**config.mk**
```make
export PLATFORM = sky130hd
export DESIGN_NAME = sp_minmax_reduce_flat
export DESIGN_NICKNAME = d
export VERILOG_FILES = /design/src/rtl/sp_minmax_reduce_if.sv /design/src/rtl/sp_minmax_reduce.sv /design/src/flat_wrapper.sv
export SDC_FILE = /design/constraint.sdc
export NUM_CORES = 1
export LEC_CHECK = 0
export CORE_UTILIZATION = 59
export CTS_CLUSTER_DIAMETER = 50
export DETAILED_ROUTE_END_ITERATION = 6
export MAX_ROUTING_LAYER = met4
export PLACE_DENSITY_LB_ADDON = 0.2
export SYNTH_ARGS = -nofsm -noshare
export SYNTH_HDL_FRONTEND = slang
export SYNTH_SLANG_ARGS = --single-unit
```
**constraint.sdc**
```tcl
create_clock -name clk -period 5.4 [get_ports clk]
set_input_delay 0.81 -clock clk [delete_from_list [all_inputs] [get_ports clk]]
set_output_delay 0.81 -clock clk [all_outputs]
set_load 0.02 [all_outputs]
```
**src/rtl/sp_minmax_reduce_if.sv**
```systemverilog
// sp_minmax_reduce_if
// Handshake/result bundle between the custom-instruction front end (master)
// and the single-precision min/max reduction controller (slave).
//   start/func3/length : request, sampled by the block only while idle
//   in_valid/in_data   : element stream, accepted when in_ready is high
//   busy/done          : activity indicator and one-cycle completion pulse
//   result/result_idx  : reduced binary32 value and its 0-based position
//   flag_invalid       : sticky signalling-NaN indicator for the reduction
interface sp_minmax_reduce_if #(
  parameter int LEN_W = 16
);
  logic             start;
  logic [2:0]       func3;
  logic [LEN_W-1:0] length;
  logic             in_valid;
  logic [31:0]      in_data;
  logic             in_ready;
  logic             busy;
  logic             done;
  logic [31:0]      result;
  logic [LEN_W-1:0] result_idx;
  logic             flag_invalid;

  modport master (
    output start, func3, length, in_valid, in_data,
    input  in_ready, busy, done, result, result_idx, flag_invalid
  );

  modport slave (
    input  start, func3, length, in_valid, in_data,
    output in_ready, busy, done, result, result_idx, flag_invalid
  );
endinterface

```
**src/rtl/sp_minmax_reduce.sv**
```systemverilog
// sp_minmax_reduce
// Folds a stream of `length` binary32 elements into a running min (func3=000)
// or max (func3=001), one element per cycle, and reports the winning value,
// its index and a sticky signalling-NaN flag.
// Ports:
//   clk  - rising-edge clock
//   rst  - asynchronous, active-high reset
//   bus  - sp_minmax_reduce_if.slave (request, element stream, results)
// Build option:
//   SP_MINMAX_REDUCE_IDX_EN - when defined the winning index is tracked and
//   driven on result_idx; otherwise result_idx is tied to zero.
module sp_minmax_reduce #(
  parameter int LEN_W = 16
) (
  input  logic              clk,
  input  logic              rst,
  sp_minmax_reduce_if.slave bus
);

  localparam logic [31:0] QNAN = 32'h7fc0_0000;

  typedef enum logic [1:0] {IDLE, FIRST, ACCUM, FINISH} state_t;

  state_t           state, state_nxt;
  logic [31:0]      acc, acc_nxt, final_val;
  logic [LEN_W-1:0] cnt, cnt_inc, len_q;
  logic [2:0]       func_q;
  logic             flag_acc, flag_nxt;
  logic             hs, last, b_win, take_b, supported;
  logic             in_ready_c, busy_c, done_c;
  logic [31:0]      result_q;
  logic             flag_q;

  function automatic logic is_nan(input logic [31:0] x);
    return (x[30:23] == 8'hff) && (x[22:0] != 23'd0);
  endfunction

  function automatic logic is_snan(input logic [31:0] x);
    return is_nan(x) && !x[22];
  endfunction

  // Decides whether element b replaces accumulator a. Ties keep a so the
  // lowest index wins; NaNs never displace a number.
  function automatic logic b_wins(input logic [31:0] a, input logic [31:0] b,
                                  input logic is_max);
    logic b_lt_a, b_gt_a, win;
    b_lt_a = 1'b0;
    b_gt_a = 1'b0;
    if (a[31] != b[31]) begin
      b_lt_a = b[31];
      b_gt_a = a[31];
    end else if (a[31]) begin
      b_lt_a = b[30:0] > a[30:0];
      b_gt_a = b[30:0] < a[30:0];
    end else begin
      b_lt_a = b[30:0] < a[30:0];
      b_gt_a = b[30:0] > a[30:0];
    end
    if (is_nan(b))      win = 1'b0;
    else if (is_nan(a)) win = 1'b1;
    else                win = is_max ? b_gt_a : b_lt_a;
    return win;
  endfunction

  // ---- state register ----
  always_ff @(posedge clk or posedge rst) begin
    if (rst) state <= IDLE;
    else     state <= state_nxt;
  end

  // ---- next-state logic ----
  always_comb begin
    state_nxt = state;
    case (state)
      IDLE:    if (bus.start) state_nxt = (bus.length == '0) ? FINISH : FIRST;
      FIRST:   if (hs)        state_nxt = last ? FINISH : ACCUM;
      ACCUM:   if (hs && last) state_nxt = FINISH;
      FINISH:  state_nxt = IDLE;
      default: state_nxt = IDLE;
    endcase
  end

  // ---- control outputs ----
  always_comb begin
    in_ready_c = 1'b0;
    busy_c     = 1'b0;
    done_c     = 1'b0;
    case (state)
      FIRST:   begin in_ready_c = 1'b1; busy_c = 1'b1; end
      ACCUM:   begin in_ready_c = 1'b1; busy_c = 1'b1; end
      FINISH:  begin busy_c = 1'b1; done_c = 1'b1; end
      default: ;
    endcase
  end

  // ---- compare datapath ----
  assign hs        = bus.in_valid & in_ready_c;
  assign cnt_inc   = cnt + LEN_W'(1);
  assign last      = (cnt_inc == len_q);
  assign supported = (func_q == 3'b000) || (func_q == 3'b001);
  assign b_win     = (state == ACCUM) && b_wins(acc, bus.in_data, func_q[0]);
  assign take_b    = (state == FIRST) || b_win;
  assign acc_nxt   = take_b ? bus.in_data : acc;
  assign flag_nxt  = flag_acc | is_snan(bus.in_data);
  assign final_val = !supported      ? 32'd0 :
                     is_nan(acc_nxt) ? QNAN  : acc_nxt;

`ifdef SP_MINMAX_REDUCE_IDX_EN
  logic [LEN_W-1:0] idx, idx_nxt, result_idx_q;
  assign idx_nxt = take_b ? cnt : idx;

  always_ff @(posedge clk or posedge rst) begin
    if (rst) begin
      idx          <= '0;
      result_idx_q <= '0;
    end else if (state == IDLE && bus.start) begin
      idx          <= '0;
      result_idx_q <= '0;
    end else if (hs) begin
      idx <= idx_nxt;
      if (last) result_idx_q <= supported ? idx_nxt : '0;
    end
  end

  assign bus.result_idx = result_idx_q;
`else
  assign bus.result_idx = '0;
`endif

  // ---- accumulator and result registers ----
  always_ff @(posedge clk or posedge rst) begin
    if (rst) begin
      acc      <= QNAN;
      cnt      <= '0;
      len_q    <= '0;
      func_q   <= 3'b000;
      flag_acc <= 1'b0;
      result_q <= 32'd0;
      flag_q   <= 1'b0;
    end else if (state == IDLE && bus.start) begin
      acc      <= QNAN;
      cnt      <= '0;
      len_q    <= bus.length;
      func_q   <= bus.func3;
      flag_acc <= 1'b0;
      flag_q   <= 1'b0;
      // An empty reduction completes straight away with the canonical NaN.
      if (bus.length == '0)
        result_q <= (bus.func3[2:1] == 2'b00) ? QNAN : 32'd0;
    end else if (hs) begin
      acc      <= acc_nxt;
      cnt      <= cnt_inc;
      flag_acc <= flag_nxt;
      if (last) begin
        result_q <= final_val;
        flag_q   <= flag_nxt;
      end
    end
  end

  assign bus.in_ready     = in_ready_c;
  assign bus.busy         = busy_c;
  assign bus.done         = done_c;
  assign bus.result       = result_q;
  assign bus.flag_invalid = flag_q;

endmodule

```
**src/flat_wrapper.sv**
```systemverilog
// flat-port wrapper written by rule: the top's interface ports become plain ports
module sp_minmax_reduce_flat 
#(
  parameter int LEN_W = 16
)
  (clk, rst, bus_start, bus_func3, bus_length, bus_in_valid, bus_in_data, bus_in_ready, bus_busy, bus_done, bus_result, bus_result_idx, bus_flag_invalid);
  sp_minmax_reduce_if #(.LEN_W(LEN_W)) bus_i ();
  input  logic clk;
  input  logic rst;
  input wire logic [$bits(bus_i.start)-1:0] bus_start;
  input wire logic [$bits(bus_i.func3)-1:0] bus_func3;
  input wire logic [$bits(bus_i.length)-1:0] bus_length;
  input wire logic [$bits(bus_i.in_valid)-1:0] bus_in_valid;
  input wire logic [$bits(bus_i.in_data)-1:0] bus_in_data;
  output wire logic [$bits(bus_i.in_ready)-1:0] bus_in_ready;
  output wire logic [$bits(bus_i.busy)-1:0] bus_busy;
  output wire logic [$bits(bus_i.done)-1:0] bus_done;
  output wire logic [$bits(bus_i.result)-1:0] bus_result;
  output wire logic [$bits(bus_i.result_idx)-1:0] bus_result_idx;
  output wire logic [$bits(bus_i.flag_invalid)-1:0] bus_flag_invalid;
  assign bus_i.start = bus_start;
  assign bus_i.func3 = bus_func3;
  assign bus_i.length = bus_length;
  assign bus_i.in_valid = bus_in_valid;
  assign bus_i.in_data = bus_in_data;
  assign bus_in_ready = bus_i.in_ready;
  assign bus_busy = bus_i.busy;
  assign bus_done = bus_i.done;
  assign bus_result = bus_i.result;
  assign bus_result_idx = bus_i.result_idx;
  assign bus_flag_invalid = bus_i.flag_invalid;
  sp_minmax_reduce #(.LEN_W(LEN_W)) u_core (.clk(clk), .rst(rst), .bus(bus_i));
endmodule
```
==> results_dict.tcl, run 1 <==
set metrics [dict create \
    status "finished, final reports clean" \
    drt.antenna.violating_nets 0 \
    grt_use_total 0.310 \
    gp_congestion 0.962 \
    setup_viol 0 \
    p_leak_uw 0.00379 \
    hpwl_um 12000 \
    ys_async_sr_fraction 1.00 \
    slowest_stage "nor4_1" \
    drt_iter0_markers 371 \
    synth_commonest_cells "nand2_1 (97), dfrtp_1 (94), inv_1 (66)" \
    critPathKind "in -> reg" \
    synthTopCellsByArea "dfrtp_1 (35%), mux2i_1 (8.5%), ha_1 (7.0%)" \
    clockRootBuffer "clkbuf_8" \
    overflow 0 \
    grt_pass1_vias 5482 \
    yosysTopAreaCellShare 0.355 \
    min_path_type "reg -> reg" \
    finClkSkew_ns 0.0206 \
    grt_max_degree 73 \
    ios 107 \
    ctsResizeCount 0 \
    syn2layout_area_growth_pct 16.9 \
    power_uw 4040 \
    layout-drive-gt1-share 0.0847 \
    finalSetupTns_ns 0 \
    syn_avg_cell_area_sq_um 9.31 \
    multi_input_area_sq_um 3540 \
    crit_chain "clkdlybuf4s50_1, ha_1, nand4_1, nor4_1, a22oi_1, nor3b_1, buf_4, nand2b_1, buf_12, mux2i_1, o22ai_2" \
    maxCapViolCount 0 \
    crit_buf_inv 3 \
    slew_violations 0 \
    nets 878 \
    worstMarginPinSlew_ns 1.15 \
    worstPathMaxFanout 26 \
    use_met1 0.391 \
    clockBufferDepth 2 \
    cp.arrival_ns 4.01 \
    synth_ff_type "dfrtp_1" \
    fillers 864 \
    drc 0 \
    std_cell_rows 38 \
    dieWidth_um 108 \
    grt_pass1_wl_um 26800 \
    start_util 0.609 \
    hp-start "u_core.func_q[2]" \
    cts_tree "yes" \
    gr-usage-met3 0.0464 \
    peakVddDrop_v 0.000372 \
    diodes 0 \
    core_sq_um 10900 \
    placement.io_buffers 90 \
    cts_buffers 9 \
    synth_cell_types 64 \
    min_period_ns 3.77 \
    startpoint "bus_in_data[26]" \
    synthesis.area_sq_um 6630 \
    grt_use_met2 0.494 \
    dr.pass1.iters 5 \
    yosysMostFrequentCell "nand2_1" \
    crit_path_max_incr_delay_ns 0.54 \
    clk_latency_ns 0.40 \
    ys_warn_count 0 \
    netlist_instances 712 \
    fin_crit_sh 0.699 \
    synth_edf_count 0 \
    cp-start-kind "input pin" \
    crit_family "simple AND/OR/NAND/NOR gates" \
    cts_max_level 3 \
    max_freq_mhz 265 \
    synth_seq_area_share 0.391 \
    endpoint_kind "flop" \
    rsz0062_at_grt "false" \
    path_clk_slew_ns 0.10 \
    synth_top_cell_by_area "dfrtp_1" \
    finalHoldViolations 0 \
    finalWirelength_um 16400 \
    ys_ff_latch 103 \
    clock_sinks 103 \
    powerDensity_nw_per_um2 522 \
    die_area_sq_um 11700 \
    antenna_found_initial 0 \
    cp.required_ns 5.63 \
    post_cts_buffers 0 \
    vias 5518 \
    vias_per_cell 5.93 \
    holdBufCountCts 0 \
    timing.slew.headroom 0.229 \
    wl_per_cell_um 17.6 \
    die_h_um 108 \
    timing.rr.start "u_core.cnt[0]" \
    grt-busiest-layer "met2" \
    register_area_sq_um 2590 \
]
==> tightest hold or removal path: stages, from the launching register on <==
cell and delay [ns]:
dfrtp_1 0.36, nand2_1 0.06, nand2_1 0.06
==> through the flow <==
| stage | utilization | hold WS, ns | cells | setup WS (ns) | instance area, sq um |
|---|---|---|---|---|---|
| after floorplan | - | 0.447 | 727 | 1.90 | 6690 |
| after global placement | 0.692 | 0.466 | 915 | 1.44 | 7540 |
| after detailed placement | 0.692 | 0.470 | 915 | 1.28 | 7540 |
| after CTS | 0.712 | 0.494 | 931 | 1.68 | 7750 |
| after global routing | 0.712 | 0.544 | 931 | 1.36 | 7750 |
| final | 0.712 | 0.497 | 931 | 1.63 | 7750 |
==> where the power goes <==
group | internal (uW) | switching (uW)
sequential | 1070 | 280
combinational | 976 | 1190
clock | 234 | 290
==> per-layer routing <==
metal | up-vias | share of wire
li1 | 2620 | -
met1 | 2633 | 0.43
met2 | 218 | 0.48
met3 | 47 | 0.059
met4 | 0 | 0.031
met5 | - | 0
==> kinds of logic after synthesis <==
family,count (synthesis),synth area share
compound gates,115,0.134
mux,56,0.0846
xor+xnor,30,0.0396
simple gates,253,0.197
buf+inv,117,0.0836
fa+ha+maj,37,0.0698
flops,103,0.391
other cells,1,0.000566
==> sequential cells by signal, summed over array words and instances, names as in the netlist <==
name,cells
u_core.state,2
u_core.acc,32
u_core.bus.result,32
u_core.bus.flag_invalid,1
u_core.flag_acc,1
u_core.len_q,16
u_core.cnt,16
u_core.func_q,3
==> placed cells by master, fill, tap and decap left out, types with 5 or more instances in the layout <==
| cell | netlist | routed |
|---|---|---|
| dfstp_2 | 9 | 9 |
| a21oi_1 | 23 | 23 |
| a31oi_1 | 12 | 12 |
| buf_4 | 17 | 8 |
| o21ai_0 | 11 | 11 |
| xor2_1 | 13 | 13 |
| nor4_1 | 20 | 20 |
| nor3b_1 | 5 | 5 |
| nand4_1 | 15 | 15 |
| nand3_1 | 10 | 10 |
| mux2i_1 | 56 | 56 |
| o22ai_2 | 10 | 10 |
| conb_1 | 1 | 16 |
| a2bb2oi_2 | 7 | 7 |
| clkdlybuf4s50_1 | 0 | 90 |
| nand2_1 | 97 | 97 |
| xnor2_1 | 17 | 17 |
| and4b_1 | 8 | 8 |
| ha_1 | 37 | 37 |
| dfrtp_1 | 94 | 94 |
| nor2_1 | 52 | 52 |
| o22ai_1 | 15 | 15 |
| nor3_1 | 12 | 12 |
| a211oi_1 | 5 | 5 |
| inv_1 | 66 | 65 |
| clkbuf_8 | 0 | 10 |
==> final cells by class <==
| class | count | area share |
|---|---|---|
| clock inverter | 6 | 0.00937 |
| inverter | 66 | 0.0323 |
| tap | 140 | 0.0226 |
| timing repair buffer | 99 | 0.127 |
| clock buffer | 10 | 0.0178 |
| multi-input combinational | 507 | 0.457 |
| sequential | 103 | 0.334 |
==> path summary, 6_finish.rpt <==
kind | cells past startpoint | slack, ns | end
setup / recovery | 11 | 1.63 | u_core.bus.result[4]
max in group asynchronous | 3 | 3.46 | u_core.cnt[1]
min in group asynchronous | 2 | 0.96 | u_core.acc[14]
hold / removal | 2 | 0.50 | u_core.func_q[2]
hold reg to reg | 2 | 0.50 | u_core.func_q[2]
setup reg to reg | 9 | 1.63 | u_core.bus.result[14]
(Power assumes the default switching activity.)
==> inputs of run 2 (changes only) <==
CORE_UTILIZATION = 49   (was 59)
clock period = 3.05 ns   (was 5.4 ns; I/O delays follow)
==> run 2 against run 1 <==
Sequential share of layout area shrank 3.3 points. Cell area grew 11%. Routed wire length grew 6.5%. Non-clock buffer count grew 65. Worst setup slack lost 1.5 ns. Via count grew 4.0%. Critical path type unchanged. Largest cell class unchanged.
==> results_dict.tcl, run 2 (same netlist as run 1, synthesis figures left out) <==
set metrics [dict create \
    holdPathStages 2 \
    timing.rr.start "u_core.acc[30]" \
    path_clk_slew_ns 0.07 \
    cp-start-kind "input pin" \
    drt_iter0_markers 306 \
    wl_per_cell_um 16.9 \
    finClkSkew_ns 0.0103 \
    die_area_sq_um 14000 \
    cp.required_ns 3.27 \
    min_path_type "reg -> reg" \
    vias 5740 \
    grt_pass1_wl_um 28100 \
    dieWidth_um 118 \
    layout_common_cells "nand2_1 (97), dfrtp_1 (93), clkdlybuf4s50_1 (89)" \
    r2r_end "u_core.acc[5]" \
    clk_latency_ns 0.36 \
    dr.pass1.iters 4 \
    worstPathMaxFanout 5 \
    syn2layout_area_growth_pct 29.6 \
    worstSetupEndpoint "u_core.acc[5]" \
    grt_use_total 0.263 \
    wl_met2_um 8510 \
    finalHoldViolations 0 \
    die_h_um 118 \
    hpwl_um 12300 \
    r2r_cells 14 \
    cts_buffers 9 \
    status "finished, final reports clean" \
    fin_crit_sh 0.969 \
    vias_per_cell 5.56 \
    slew_violations 0 \
    fin_ws_ns 0.0950 \
    powerDensity_nw_per_um2 919 \
    fillers 1124 \
    worstMarginPinSlew_ns 0.716 \
    placed_area_sq_um 8070 \
    wl_met3_um 919 \
    endpoint_kind "flop" \
    nets 943 \
    std_cell_rows 42 \
    clockRootBuffer "clkbuf_16" \
    top_layer "met4" \
    cts_tree "yes" \
    diodes 0 \
    p_leak_uw 0.00418 \
    clockBufferDepth 2 \
    finalSetupTns_ns 0 \
    min_period_ns 2.96 \
    antenna_found_initial 0 \
    layout-drive-gt1-share 0.176 \
    core_sq_um 13200 \
    timing.slew.headroom 0.522 \
    startpoint "bus_in_data[29]" \
    cts_max_level 3 \
    clock_sinks 103 \
    gp_congestion 0.957 \
    drc 0 \
    maxCapViolCount 0 \
    finalInstanceArea_sq_um 8590 \
    overflow 0 \
    critPathKind "in -> reg" \
    grt_pass1_vias 5667 \
    max_freq_mhz 338 \
    final_util 0.649 \
    placement.io_buffers 90 \
    drt.antenna.violating_nets 0 \
    grt_max_degree 104 \
    cp.arrival_ns 3.17 \
    setup_viol 0 \
    finalWirelength_um 17400 \
    peakVddDrop_v 0.000615 \
    dp_slack_ns -0.474 \
    met1_length_um 7580 \
    rrSetupSlack_ns 0.12 \
    ios 107 \
    final_common_cell "nand2_1" \
    start_util 0.501 \
]
run 2: cell types whose count changed in the layout (fill, tap and decap cells not counted), moves of 3 or more:
cell,change
buf_6,+3
buf_12,+3
clkbuf_8,-9
inv_6,-4
ha_4,+3
mux2i_1,-3
mux2i_2,+3
buf_4,+56
ha_1,-3
clkbuf_16,+11
run 2: worst min-delay path by stage:
| stage | from | to | slack [ns] |
|---|---|---|---|
| global placement | u_core.func_q[2] | u_core.func_q[2] | 0.46 |
| CTS | u_core.func_q[1] | u_core.func_q[1] | 0.49 |
| global route | u_core.func_q[1] | u_core.func_q[1] | 0.53 |
| detailed placement | u_core.func_q[1] | u_core.func_q[1] | 0.47 |
| floorplan | u_core.func_q[2] | u_core.func_q[2] | 0.45 |
| finish | u_core.func_q[1] | u_core.func_q[1] | 0.49 |
run 2: per-layer routing:
layer  vias up  global-route usage
li1       2760                   -
met1      2763               0.322
met2       186               0.440
met3        31              0.0391
met4         0              0.0938
met5         -                   -
run 2: area by class of cell:
type,count,area (sq um),area share
repair buffers,164,1560,0.182
multi-input cells,507,3660,0.427
clock inverters,4,55.1,0.00641
clock buffers,12,246,0.0287
flip-flops and latches,103,2590,0.301
inverters,66,251,0.0293
well taps,176,220,0.0256
run 2: stage by stage:
step | power (uW) | std cells | hold slack, ns
2_1_floorplan | 5050 | 727 | 0.447
3_3_place_gp | 6360 | 1011 | 0.465
3_5_place_dp | 6480 | 1011 | 0.474
4_1_cts | 7710 | 1027 | 0.490
5_1_grt | 8440 | 1032 | 0.526
6_report | 7890 | 1032 | 0.486
run 2: worst max-delay path: stages:
cell             delay (ns)
clkdlybuf4s50_1        0.53
ha_4                   0.33
nand4_1                0.18
nor4_1                 0.32
buf_4                  0.17
nand2_1                0.06
a211oi_2               0.22
a211oi_2               0.08
buf_4                  0.16
nand3b_1               0.08
buf_6                  0.16
buf_4                  0.17
mux2i_1                0.21
nor2_1                 0.06
run 2: timing repair:
action	CTS	global route
buffers inserted	0	2
gates cloned	0	3
setup endpoints to repair	56	64
gates resized for setup	2	30
pin swaps	0	11
hold buffers	0	0
run 2: power breakdown:
group | internal [uW] | switching, uW
Combinational | 2070 | 2270
Sequential | 1900 | 469
Clock | 663 | 531
Total | 4630 | 3270
